<file path="config.mk">
export PLATFORM = sky130hd
export DESIGN_NAME = alu_seq
export DESIGN_NICKNAME = d
export VERILOG_FILES = /design/src/rtl/alu_pkg.sv /design/src/rtl/alu_comb_core.sv /design/src/rtl/alu_seq.sv
export SDC_FILE = /design/constraint.sdc
export NUM_CORES = 1
export LEC_CHECK = 0
export ABC_AREA = 1
export CORE_MARGIN = 1.5
export CORE_UTILIZATION = 25
export DETAILED_ROUTE_END_ITERATION = 8
export REMOVE_ABC_BUFFERS = 1
export SYNTH_ARGS = -nofsm -noshare
export SYNTH_HDL_FRONTEND = slang
export SYNTH_SLANG_ARGS = --single-unit
</file>
<file path="constraint.sdc">
create_clock -name clk -period 3.8 [get_ports clk]
set_input_delay 0.76 -clock clk [delete_from_list [all_inputs] [get_ports clk]]
set_output_delay 0.76 -clock clk [all_outputs]
set_load 0.1 [all_outputs]
</file>
<file path="src/rtl/alu_pkg.sv">
// Shared opcode and FSM state encodings for the sequential ALU.
package alu_pkg;

    typedef enum logic [2:0] {
        OpAdd = 3'b000,
        OpSub = 3'b001,
        OpOr  = 3'b010,
        OpAnd = 3'b011,
        OpShl = 3'b100,
        OpShr = 3'b101,
        OpRol = 3'b110,
        OpRor = 3'b111
    } alu_op_e;

    typedef enum logic [1:0] {
        StIdle  = 2'd0,
        StShift = 2'd1,
        StDone  = 2'd2
    } alu_state_e;

    // Shift/rotate opcodes all have the top opcode bit set.
    function automatic logic is_shift_op(input alu_op_e op);
        return op[2];
    endfunction

endpackage

</file>
<file path="src/rtl/alu_comb_core.sv">
// Single-cycle ADD/SUB/OR/AND datapath with carry/borrow and signed-overflow flags.
module alu_comb_core
    import alu_pkg::*;
#(
    parameter int unsigned WIDTH = 8
) (
    input  logic [WIDTH-1:0] a,
    input  logic [WIDTH-1:0] b,
    input  logic             cin,
    input  alu_op_e          op,
    output logic [WIDTH-1:0] result,
    output logic             cout,
    output logic             ovf
);

    localparam int unsigned Msb = WIDTH - 1;

    logic [WIDTH:0] sum;
    logic [WIDTH:0] diff;

    always_comb begin
        sum    = {1'b0, a} + {1'b0, b} + {{WIDTH{1'b0}}, cin};
        diff   = {1'b0, a} - {1'b0, b} - {{WIDTH{1'b0}}, cin};
        result = a;
        cout   = 1'b0;
        ovf    = 1'b0;
        case (op)
            OpAdd: begin
                result = sum[WIDTH-1:0];
                cout   = sum[WIDTH];
                ovf    = (a[Msb] == b[Msb]) && (sum[Msb] != a[Msb]);
            end
            OpSub: begin
                // diff[WIDTH] is set exactly when a < b + cin
                result = diff[WIDTH-1:0];
                cout   = diff[WIDTH];
                ovf    = (a[Msb] != b[Msb]) && (diff[Msb] != a[Msb]);
            end
            OpOr:    result = a | b;
            OpAnd:   result = a & b;
            // Shift opcodes reaching here have a zero amount: pass A through.
            default: result = a;
        endcase
    end

endmodule

</file>
<file path="src/rtl/alu_seq.sv">
// Sequential ALU: single-cycle arithmetic/logic ops, bit-serial shifts and rotates,
// valid/ready handshake on both sides with one request in flight.
module alu_seq
    import alu_pkg::*;
#(
    parameter int unsigned WIDTH = 8
) (
    input  logic             clk,
    input  logic             reset,
    input  logic             in_valid,
    output logic             in_ready,
    input  logic [WIDTH-1:0] A,
    input  logic [WIDTH-1:0] B,
    input  logic             Cin,
    input  logic [2:0]       Ctrl,
    output logic             out_valid,
    input  logic             out_ready,
    output logic [WIDTH-1:0] Out,
    output logic             Cout,
    output logic             Zero,
    output logic             Ovf
);

    localparam int unsigned SW = $clog2(WIDTH);

    alu_state_e       state_q, state_d;
    alu_op_e          op_q, op_d;
    logic [WIDTH-1:0] work_q, work_d;
    logic [SW-1:0]    cnt_q, cnt_d;
    logic [WIDTH-1:0] out_q, out_d;
    logic             cout_q, cout_d;
    logic             zero_q, zero_d;
    logic             ovf_q, ovf_d;

    alu_op_e          req_op;
    logic [SW-1:0]    req_amt;
    logic [WIDTH-1:0] core_res;
    logic             core_cout;
    logic             core_ovf;
    logic [WIDTH-1:0] step_val;
    logic             step_bit;

    assign req_op  = alu_op_e'(Ctrl);
    assign req_amt = B[SW-1:0];

    alu_comb_core #(
        .WIDTH (WIDTH)
    ) u_core (
        .a      (A),
        .b      (B),
        .cin    (Cin),
        .op     (req_op),
        .result (core_res),
        .cout   (core_cout),
        .ovf    (core_ovf)
    );

    // One bit position per cycle; step_bit is the bit leaving a logical shift.
    always_comb begin
        step_val = work_q;
        step_bit = 1'b0;
        case (op_q)
            OpShl: begin
                step_val = {work_q[WIDTH-2:0], 1'b0};
                step_bit = work_q[WIDTH-1];
            end
            OpShr: begin
                step_val = {1'b0, work_q[WIDTH-1:1]};
                step_bit = work_q[0];
            end
            OpRol:   step_val = {work_q[WIDTH-2:0], work_q[WIDTH-1]};
            OpRor:   step_val = {work_q[0], work_q[WIDTH-1:1]};
            default: step_val = work_q;
        endcase
    end

    always_comb begin
        state_d   = state_q;
        op_d      = op_q;
        work_d    = work_q;
        cnt_d     = cnt_q;
        out_d     = out_q;
        cout_d    = cout_q;
        zero_d    = zero_q;
        ovf_d     = ovf_q;
        in_ready  = (state_q == StIdle);
        out_valid = (state_q == StDone);
        unique case (state_q)
            StIdle: begin
                if (in_valid) begin
                    op_d   = req_op;
                    work_d = A;
                    cnt_d  = req_amt;
                    if (is_shift_op(req_op) && (req_amt != '0)) begin
                        state_d = StShift;
                    end else begin
                        out_d   = core_res;
                        cout_d  = core_cout;
                        ovf_d   = core_ovf;
                        zero_d  = (core_res == '0);
                        state_d = StDone;
                    end
                end
            end
            StShift: begin
                work_d = step_val;
                cnt_d  = cnt_q - 1'b1;
                if (cnt_q == SW'(1)) begin
                    out_d   = step_val;
                    cout_d  = step_bit;
                    ovf_d   = 1'b0;
                    zero_d  = (step_val == '0);
                    state_d = StDone;
                end
            end
            StDone: begin
                if (out_ready) begin
                    state_d = StIdle;
                end
            end
            default: state_d = StIdle;
        endcase
    end

    always_ff @(posedge clk or posedge reset) begin
        if (reset) begin
            state_q <= StIdle;
            op_q    <= OpAdd;
            work_q  <= '0;
            cnt_q   <= '0;
            out_q   <= '0;
            cout_q  <= 1'b0;
            zero_q  <= 1'b0;
            ovf_q   <= 1'b0;
        end else begin
            state_q <= state_d;
            op_q    <= op_d;
            work_q  <= work_d;
            cnt_q   <= cnt_d;
            out_q   <= out_d;
            cout_q  <= cout_d;
            zero_q  <= zero_d;
            ovf_q   <= ovf_d;
        end
    end

    assign Out  = out_q;
    assign Cout = cout_q;
    assign Zero = zero_q;
    assign Ovf  = ovf_q;

endmodule
</file>
; Word level (Yosys, flattened, before mapping)
; Cells that the tools add are included.
[totals]
in_bits = 24
elab_cells = 76
output_inout_bits = 13
ff_bits = 27
[classes]
n_reduce_logical = 13
bitwise_logic = 2
eq_ne = 18
n_mux = 30
addsub = 5
[ops]
columns = operator, n
row1 = $pmux W8 S4, 2
row2 = $mux W8, 4
row3 = $pmux W8 S2, 2
row4 = $logic_not A8 Y1, 2
row5 = $eq A3 B3 Y1 const B, 4
row6 = $pmux W1 S2, 6
row7 = $add A8 B8 Y9, 1
row8 = $add A9 B1 Y9, 1
row9 = $mux W1, 9
row10 = $sub A8 B8 Y9, 1
row11 = $sub A9 B1 Y9, 1
row12 = $and A8 B8 Y8, 1
row13 = $mux W2, 4
row14 = $or A8 B8 Y8, 1
row15 = $eq A3 B1 Y1 const B, 2
row16 = $eq A3 B2 Y1 const B, 2
row17 = $ne A2 B2 Y1 const B, 3
row18 = $pmux W2 S3, 1
row19 = $pmux W3 S2, 1
row20 = $reduce_and A2 Y1, 2
row21 = $reduce_and A4 Y1, 1
row22 = $logic_and A1 B1 Y1, 3
row23 = $logic_not A3 Y1, 1
row24 = $mux W3, 1
row25 = other kinds (10), 12

; Longest topological paths before layout
[depth]
depth_word = 8
depth_mapped = 16
mapped_depth_nobuf = 16

; Modules after synthesis
; From an unflattened synthesis, not the netlist that was laid out.
[unflattened]
hier_cells = 458
area_unflattened_um2 = 3015.4
[by_module_without_submodules]
columns = module, seq_area_each_um2, area_each_um2, cells_per_inst, instances
row1 = alu_seq, 675.6, 1574.0, 221, 1
row2 = alu_comb_core, 0.0, 1441.4, 237, 1

; Worst setup path after synthesis
; OpenSTA, ideal clock, no wires.
[synth_timing]
kind = register to register
startpoint = register state_q[1]
endpoint = register work_q[2]
slack_ns = 1.134
arrival_ns = 2.583
n_path_buf = 1
period_less_slack_ns = 2.666
required_ns = 3.717
path_stages_with_launch = 7
setup_ns = 0.083
path_cell_list = dfrtp_1 nor2_1 nand2_1 clkbuf_1 o21ai_0 o21ai_0 o21ai_0
[synth_between]
elab_chain_cells = 3
word_cells_on_any_way = 6
classes_between = eq/ne: 2 / mux: 1 / reduce/logical: 3
[synth_rtl]
columns = element, line_no
row1 = from (decl), alu_seq.sv:26  ; alu_state_e state_q, state_d;
row2 = from (signal assigned), alu_seq.sv:127  ; state_q <= StIdle;
row3 = from (signal assigned), alu_seq.sv:136  ; state_q <= state_d;
row4 = $logic_not A2 Y1 (*), --
row5 = net in_ready, alu_seq.sv:11  ; output logic in_ready,
row6 = $ne A2 B2 Y1 (no line) / $reduce_bool A2 Y1 (equally long branches), --
row7 = $reduce_and A2 Y1 (no line), --
row8 = to (signal assigned), alu_seq.sv:138  ; work_q <= work_d;
row9 = to (decl), alu_seq.sv:28  ; logic [WIDTH-1:0] work_q, work_d;
; Mark *: on every way through the listed nets, which the timed path passes. The rest lies on a longest branch.
; A chain may end at the register's enable or synchronous reset.

; Worst setup path after layout
[layout_timing]
startpoint = input B[0]
endpoint = register zero_q, in the netlist Zero
[layout_between]
elab_chain_cells = 7
word_cells_on_any_way = 15
classes_between = add/sub: 4 / eq/ne: 1 / mux: 4 / bitwise: 2 / reduce/logical: 4
[layout_rtl]
columns = element, line_no
row1 = from (decl), alu_seq.sv:13  ; input logic [WIDTH-1:0] B,
row2 = $sub A8 B8 Y9 / $add A8 B8 Y9 (equally long branches), "alu_comb_core.sv:23, alu_comb_core.sv:22"
row3 = $sub A9 B1 Y9 / $add A9 B1 Y9 (equally long branches), "alu_comb_core.sv:23, alu_comb_core.sv:22"
row4 = $pmux W8 S4, alu_comb_core.sv:27  ; case (op)
row5 = $logic_not A8 Y1, alu_seq.sv:100  ; zero_d = (core_res == '0);
row6 = $mux W1, alu_seq.sv:94  ; if (is_shift_op(req_op) && (req_amt != '0)) begin
row7 = $mux W1, alu_seq.sv:90  ; if (in_valid) begin
row8 = $pmux W1 S2, alu_seq.sv:88  ; unique case (state_q)
row9 = to (signal assigned), alu_seq.sv:142  ; zero_q <= zero_d;
row10 = to (decl), alu_seq.sv:32  ; logic zero_q, zero_d;
; Several ways; a longest one is shown, not always the timed one. The select of a mux whose other input is x is not followed.

==> flow_metrics.tcl <==
set metrics [dict create \
    ys_warn_count 0 \
    clkPwrFrac_pct 10.7 \
    setup_tns_ps 0 \
    cts_max_level 1 \
    track_usage_pct 14.2 \
    seq_area_um2 676 \
    die_height_um 110 \
    fp-row-count 38 \
    wl_um 8350 \
    grt_antenna_before_repair 0 \
    num_vias 2913 \
    ys_seq_area_share_pct 23.6 \
    max_clock_freq_mhz 314 \
    clock_skew_ps 5.05 \
    synth_ff_type "dfrtp_1" \
    power_switching_mw 1.30 \
    hpwl_um 6700 \
    drv_slew 0 \
    boundaryPins 37 \
    synth_area_mm2 0.00287 \
    core_area_mm2 0.0110 \
    viasPerCell 4.86 \
    cts.reportedPaths.clkPinSlew_ps 70 \
    end_kind "flip-flop" \
    grt_remaining_overflow 0 \
    drc 0 \
    ys_ff_latch 27 \
    holdPathStages 1 \
    vdd_ir_drop_max_mv 0.385 \
    hold_ws_ps 515 \
    p_per_area_mw_per_mm2 669 \
    wl_per_cell_um 13.9 \
    postSynthAreaPerCell_um2 6.71 \
    initial_utilization_pct 26.0 \
    required_ps 4000 \
    numCtsBuffers 3 \
    grt_pass1_wl_um 13600 \
    drt_iter0_drc 199 \
    synth_area_leaders "dfrtp_1 24%, ha_1 14%, nand2_1 13%" \
    syn2layout_area_growth_pct 19.3 \
    switching_share_pct 56.7 \
    yosysTopAreaCell "dfrtp_1" \
    root_buffer "clkbuf_16" \
    worstSetupPathType "in -> reg" \
    holdBufCountCts 0 \
    fillCellCount 1224 \
    nets 520 \
    cp_max_fo 4 \
    ys_types 37 \
    cap_violations 0 \
    crit_arrival_ps 3380 \
    hold_viol_final 0 \
    place_congestion 0.931 \
    post_cts_resized 0 \
    outcome "complete, no violations" \
    diodes 0 \
    rsz0062_at_grt "no" \
    pwr-share-seq_pct 23.8 \
    synth_edf_count 0 \
    multi_input_area_mm2 0.00183 \
    p_leak_nw 1.75 \
    hold_path_class "reg -> reg" \
    synthCells 427 \
    drive_gt1_share_pct 5.45 \
    async_reset_ff_share_pct 100 \
    worst_pin_slew_ps 1020 \
    setup_viol 0 \
    fin_crit_ps 3190 \
    post_cts_buffers 0 \
    io_buffer_count 36 \
    clkLatencyLatePin_ps 260 \
    yosys.area.top_type_share_pct 23.6 \
    dr.pass1.iters 5 \
    clkSinkCount 27 \
    first_global_vias 2892 \
    grt_max_degree 28 \
    rr_worst_depth 4 \
    intPower_mw 0.990 \
    cts.path.max_buffers 2 \
    critPathLaunchType "input pin" \
    detail-route-antenna-nets 0 \
    finalCritPeriodShare_pct 83.9 \
    cts_tree "built" \
    die_width_um 110 \
    relSlewSlack_pct 31.9 \
    p_comb_share_pct 65.6 \
    die_area_mm2 0.0121 \
]
-- through the flow --
| stage | worst slack [ps] | cell area, um^2 | power, mW | utilization [%] | std cells |
|---|---|---|---|---|---|
| 6_report | 612 | 3420 | 2.29 | 31.0 | 599 |
| 3_5_place_dp | 375 | 3340 | 2.03 | 30.3 | 595 |
| 2_1_floorplan | 615 | 2810 | 1.65 | - | 419 |
| 4_1_cts | 643 | 3420 | 2.28 | 31.0 | 599 |
| 5_1_grt | 411 | 3420 | 2.44 | 31.0 | 599 |
| 3_3_place_gp | 416 | 3340 | 2.02 | 30.3 | 595 |
-- metal layers --
layer,share of wire [%],GRT usage (%),vias up
li1,-,-,1446
met1,44,19.0,1346
met2,48,25.0,107
met3,6.1,1.29,14
met4,1.1,2.32,0
met5,0,0,-
-- synth_stat cells, drive strengths merged (3+ instances only) --
master,instances
nor2,51
o21ai,19
dfrtp,27
ha,32
inv,80
a31oi,9
a21oi,22
nand4,6
o221ai,12
clkbuf,4
nand2,99
buf,3
nand3,38
or2,6
fa,4
-- worst max-delay path, stage by stage --
cell and delay, ps:
clkdlybuf4s50_1 530, inv_1 120, fa_1 450, fa_1 460
o21ai_1 160, nand2_1 80, or2_1 210, nand3_1 80
nand4_1 160, nor2_1 170, nand3_2 100, a21oi_2 120
-- cell families (layout without fill, tap and decap cells) --
kind of cell | Yosys count | after routing | share of synthesized area (%)
flip-flops | 27 | 27 | 23.6
AO/OA/AOI/OAI | 68 | 68 | 14.8
XOR/XNOR | 2 | 2 | 0.611
buffers and inverters | 88 | 120 | 12.5
AND/OR/NAND/NOR | 206 | 206 | 31.8
adder cells (fa/ha/maj) | 36 | 36 | 16.8
-- path summary, 6_finish.rpt --
path / startpoint / endpoint / slack, ps
min in group asynchronous: reset / op_q[1] / 1050
max: B[0] / Zero / 610
min reg2reg: cnt_q[0] / cnt_q[0] / 520
min: cnt_q[0] / cnt_q[0] / 520
max in group asynchronous: reset / op_q[0] / 2130
max reg2reg: state_q[1] / work_q[4] / 1640
-- cell usage in the layout (no fill, tap or decap), types with 2 or more instances in the layout --
master           synthesis  routed
nand2_1                 96      96
inv_1                   74      74
nor2_1                  48      48
nand3_1                 35      35
clkdlybuf4s50_1          0      35
ha_1                    32      32
dfrtp_1                 27      27
a21oi_1                 19      19
o21ai_0                 16      16
o221ai_1                12      12
a31oi_1                  9       9
inv_2                    6       6
nand4_1                  6       6
fa_1                     4       4
a21oi_2                  3       3
o21ai_1                  3       3
nand3_2                  3       3
or2_2                    3       3
clkbuf_16                0       3
nand3b_1                 2       2
nor2_2                   2       2
xor2_1                   2       2
nand2_4                  2       2
or2_1                    2       2
o22ai_1                  2       2
nor3_1                   2       2
-- state kept, by name, summed over array words and instances, names as in the netlist --
name and flops:
state_q 2, Zero 1, Out 8, cnt_q 3, Cout 1, work_q 8
Ovf 1, op_q 3
-- area by class of cell --
class / instances / share of cell area [%]
Clock buffer: 4 / 2.30
Inverter: 80 / 8.78
Multi-Input combinational cell: 312 / 53.6
Sequential cell: 27 / 19.8
Tap cell: 140 / 5.12
Timing Repair Buffer: 36 / 10.5
-- power groups by stage --
stage | clock (mW) | sequential, mW | combinational, mW
finish | 0.244 | 0.544 | 1.50
global route | 0.253 | 0.563 | 1.63
CTS | 0.242 | 0.544 | 1.49
detailed placement | 0 | 0.546 | 1.49
global placement | 0 | 0.544 | 1.48
floorplan | 0 | 0.914 | 0.735
(Power assumes the default switching activity.)
==> patch 1, RTL diff (same settings) <==
Put one more register stage on the output `Ovf`, with the module's reset. The value now appears one clock later. The other outputs are not delayed to match.
--- a/src/rtl/alu_seq.sv
+++ b/src/rtl/alu_seq.sv
@@ -147,6 +147,12 @@
     assign Out  = out_q;
     assign Cout = cout_q;
     assign Zero = zero_q;
-    assign Ovf  = ovf_q;
+    always_ff @(posedge clk or posedge reset) begin
+        if (reset) begin
+            Ovf <= '0;
+        end else begin
+            Ovf <= ovf_q;
+        end
+    end
 
 endmodule
Formal check against the unedited RTL: not equivalent (a bounded check fails within 4 cycles, from zero or initial values and one cycle with reset high).
==> patch 1 against the original RTL <==
Cell area is 1.2% higher; total power is 1.6% higher; sequential cell count is 1 higher; clock power is 30% higher; synthesized area hardly changed; worst hold slack worse by 0.090 ns; first-iteration DRC count is 47% higher; register-to-register slack better by 0.11 ns; wire length is 3.2% lower; worst setup slack worse by 0.020 ns; non-clock buffer count is 1 higher; highest routed layer unchanged.
==> patch 1: results <==
# TYPE chip_impl_metric gauge
chip_impl_info{name="run_status",value="complete, no violations"} 1
chip_impl_metric{name="gp_routability_congestion",unit=""} 0.8833
chip_impl_metric{name="nNetsFinal",unit=""} 523
chip_impl_metric{name="vias_in_the_first_global_route",unit=""} 2769
chip_impl_metric{name="placement.cell_area",unit="sq um"} 3357
chip_impl_metric{name="drt_first_iter_violations",unit=""} 293
chip_impl_info{name="rr_endpoint",value="Zero$_DFFE_PP0P_"} 1
chip_impl_metric{name="syn_inst",unit=""} 429
chip_impl_metric{name="worst-r2r-cell-count",unit=""} 9
chip_impl_metric{name="r2r_slack",unit="ns"} 1.75
chip_impl_metric{name="area_share_clock_buf_inv",unit="%"} 3.036
chip_impl_metric{name="worst_clock_skew",unit="ns"} 0.007195
chip_impl_metric{name="inverters_excl_clock",unit=""} 78
chip_impl_metric{name="total_power",unit="uW"} 2325
chip_impl_metric{name="area_taken_by_multi_input_logic_gates",unit="sq um"} 1823
chip_impl_info{name="timing.rr.start",value="op_q[2]$_DFFE_PP0P_"} 1
chip_impl_metric{name="worst-endpoint-arrival",unit="ns"} 3.41
chip_impl_metric{name="layout.comb_gates.multi_input",unit=""} 315
chip_impl_metric{name="grt_usage",unit="%"} 14.25
chip_impl_metric{name="grt_max_degree",unit=""} 29
chip_impl_info{name="synth.top_cells.by_area",value="sky130_fd_sc_hd__dfrtp_1 (24%), sky130_fd_sc_hd__ha_1 (14%), sky130_fd_sc_hd__nand2_1 (12%)"} 1
chip_impl_metric{name="static-leakage-power",unit="uW"} 0.001758
chip_impl_metric{name="num-nonclk-buffers",unit=""} 37
chip_impl_metric{name="drt-met1-wl",unit="um"} 3906
chip_impl_metric{name="gr-usage-met1",unit="%"} 20.56
chip_impl_info{name="hold_startpoint",value="ovf_q$_DFFE_PP0P_"} 1
chip_impl_metric{name="drive_above_1_share",unit="%"} 5.844
chip_impl_metric{name="layout.filler_cells",unit=""} 1184
chip_impl_metric{name="max-slew-margin-rel",unit="%"} 26.31
chip_impl_metric{name="power.switching_fraction",unit="%"} 54.36
chip_impl_metric{name="finalWirelength",unit="um"} 8088
chip_impl_metric{name="proportion_of_cell_area_occupied_by_registers",unit="%"} 20.24
chip_impl_metric{name="vdd.ir_drop.worst",unit="mV"} 0.5692
patch 1: cell types whose count changed after synthesis, sizes merged, moves of 2 or more:
| cell | before | now |
|---|---|---|
| o22ai | 2 | 6 |
| nand2 | 99 | 90 |
| o221ai | 12 | 8 |
| o21ai | 19 | 17 |
| or2 | 6 | 11 |
| buf | 3 | 5 |
| a21oi | 22 | 25 |
| nor2 | 51 | 60 |
| inv | 80 | 78 |
patch 1: kinds of logic (layout without fill, tap and decap cells):
group                    count (synthesis)  in the layout  share of synthesized area (%)
AND/OR/NAND/NOR                        208            208                          31.59
buffers and inverters                   86            119                          11.88
AO/OA/AOI/OAI                           68             68                          14.29
adder cells (fa/ha/maj)                 36             36                          16.78
flip-flops                              28             28                          24.46
XOR/XNOR                                 2              2                         0.6117
multiplexers                             1              1                         0.3932
==> patch 2, RTL diff (same flow settings) <==
Without the edit above. `WIDTH` is set to 8 in 2 places; all go to 16.
--- a/src/rtl/alu_comb_core.sv
+++ b/src/rtl/alu_comb_core.sv
@@ -2,7 +2,7 @@
 module alu_comb_core
     import alu_pkg::*;
 #(
-    parameter int unsigned WIDTH = 8
+    parameter int unsigned WIDTH = 16
 ) (
     input  logic [WIDTH-1:0] a,
     input  logic [WIDTH-1:0] b,
--- a/src/rtl/alu_seq.sv
+++ b/src/rtl/alu_seq.sv
@@ -3,7 +3,7 @@
 module alu_seq
     import alu_pkg::*;
 #(
-    parameter int unsigned WIDTH = 8
+    parameter int unsigned WIDTH = 16
 ) (
     input  logic             clk,
     input  logic             reset,
Interface: changed (resized A, B and Out); port bits go from 37 to 61. No check against the original RTL was run, so the function may have changed too.
==> patch 2 against the original RTL <==
Synthesized cell count up 100%; wire length up 110%; worst setup slack worse by 0.26 ns; total power up 77%; register-to-register slack got worse by 0.13 ns; combinational power up 82%; worst hold slack worse by 0.026 ns; cell area is 91% higher; utilization is essentially flat; synthesized area increased by 88%; clock power grew 81%; sequential cell count is 17 higher; largest cell class unchanged; largest power group unchanged; highest routed layer unchanged.
==> patch 2: results <==
# TYPE chip_impl_metric gauge
chip_impl_metric{name="coreArea",unit="sq um"} 21090
chip_impl_metric{name="grt_first_pass_wirelength",unit="um"} 28500
chip_impl_metric{name="layout.sequential_cells",unit=""} 44
chip_impl_metric{name="grt_usage",unit="%"} 16.09
chip_impl_metric{name="grt_max_degree",unit=""} 45
chip_impl_metric{name="drt-met1-wl",unit="um"} 7730
chip_impl_info{name="worst_path_dominant_cell_family",value="simple AND/OR/NAND/NOR gates"} 1
chip_impl_metric{name="num-nonclk-buffers",unit=""} 84
chip_impl_metric{name="synth_sequential_area_ratio",unit="%"} 20.44
chip_impl_metric{name="area_taken_by_multi_input_logic_gates",unit="sq um"} 3563
chip_impl_info{name="worst_setup_path_startpoint",value="A[0]"} 1
chip_impl_metric{name="drive_above_1_share",unit="%"} 6.034
chip_impl_metric{name="fraction_of_the_mapped_netlist_area_in_compound_gates",unit="%"} 14.73
chip_impl_metric{name="drt_first_iter_violations",unit=""} 420
chip_impl_metric{name="post-place-ws",unit="ns"} 0.08809
chip_impl_metric{name="inverters_excl_clock",unit=""} 164
chip_impl_info{name="synth.cells.most_frequent",value="sky130_fd_sc_hd__nand2_1 (236), sky130_fd_sc_hd__inv_1 (162), sky130_fd_sc_hd__nand3_1 (80), sky130_fd_sc_hd__nor2_1 (73), sky130_fd_sc_hd__ha_1 (64)"} 1
chip_impl_metric{name="total_power",unit="uW"} 4041
chip_impl_metric{name="power.net_switching",unit="uW"} 2290
chip_impl_info{name="crit_path_end",value="Out[15]$_DFFE_PP0P_"} 1
chip_impl_metric{name="static-leakage-power",unit="uW"} 0.003405
chip_impl_info{name="cp_slowest_cell",value="sky130_fd_sc_hd__fa_1"} 1
chip_impl_metric{name="vias_in_the_first_global_route",unit=""} 5531
chip_impl_metric{name="gr-usage-met1",unit="%"} 20.98
chip_impl_info{name="run_status",value="complete, no violations"} 1
chip_impl_metric{name="placed_insts",unit=""} 1195
chip_impl_metric{name="layout.filler_cells",unit=""} 2312
chip_impl_metric{name="worst-r2r-cell-count",unit=""} 9
chip_impl_metric{name="vdd.ir_drop.worst",unit="mV"} 0.2665
chip_impl_metric{name="route.detailed.wl_per_inst",unit="um"} 14.83
chip_impl_metric{name="met3_usage",unit="%"} 1.433
chip_impl_metric{name="mean_area_per_synthesized_cell",unit="sq um"} 6.293
-- patch 2: how the worst min path moves through the flow --
stage                   startpoint                   to  slack [ns]  cells past startpoint
6_report       op_q[1]$_DFFE_PP0P_  op_q[1]$_DFFE_PP0P_        0.49                      2
5_1_grt            Ovf$_DFFE_PP0P_      Ovf$_DFFE_PP0P_        0.52                      2
4_1_cts        op_q[1]$_DFFE_PP0P_  op_q[1]$_DFFE_PP0P_        0.49                      2
3_5_place_dp   op_q[1]$_DFFE_PP0P_  op_q[1]$_DFFE_PP0P_        0.47                      2
3_3_place_gp   op_q[1]$_DFFE_PP0P_  op_q[1]$_DFFE_PP0P_        0.47                      2
2_1_floorplan  op_q[1]$_DFFE_PP0P_  op_q[1]$_DFFE_PP0P_        0.45                      2
-- patch 2: cell families after synthesis --
kind of cell,Yosys count
AOI/OAI and AO/OA,121
xor gates and xnor gates,3
adders and majority gates,68
buffers and inverters,184
DFF,44
and+or+nand+nor,436
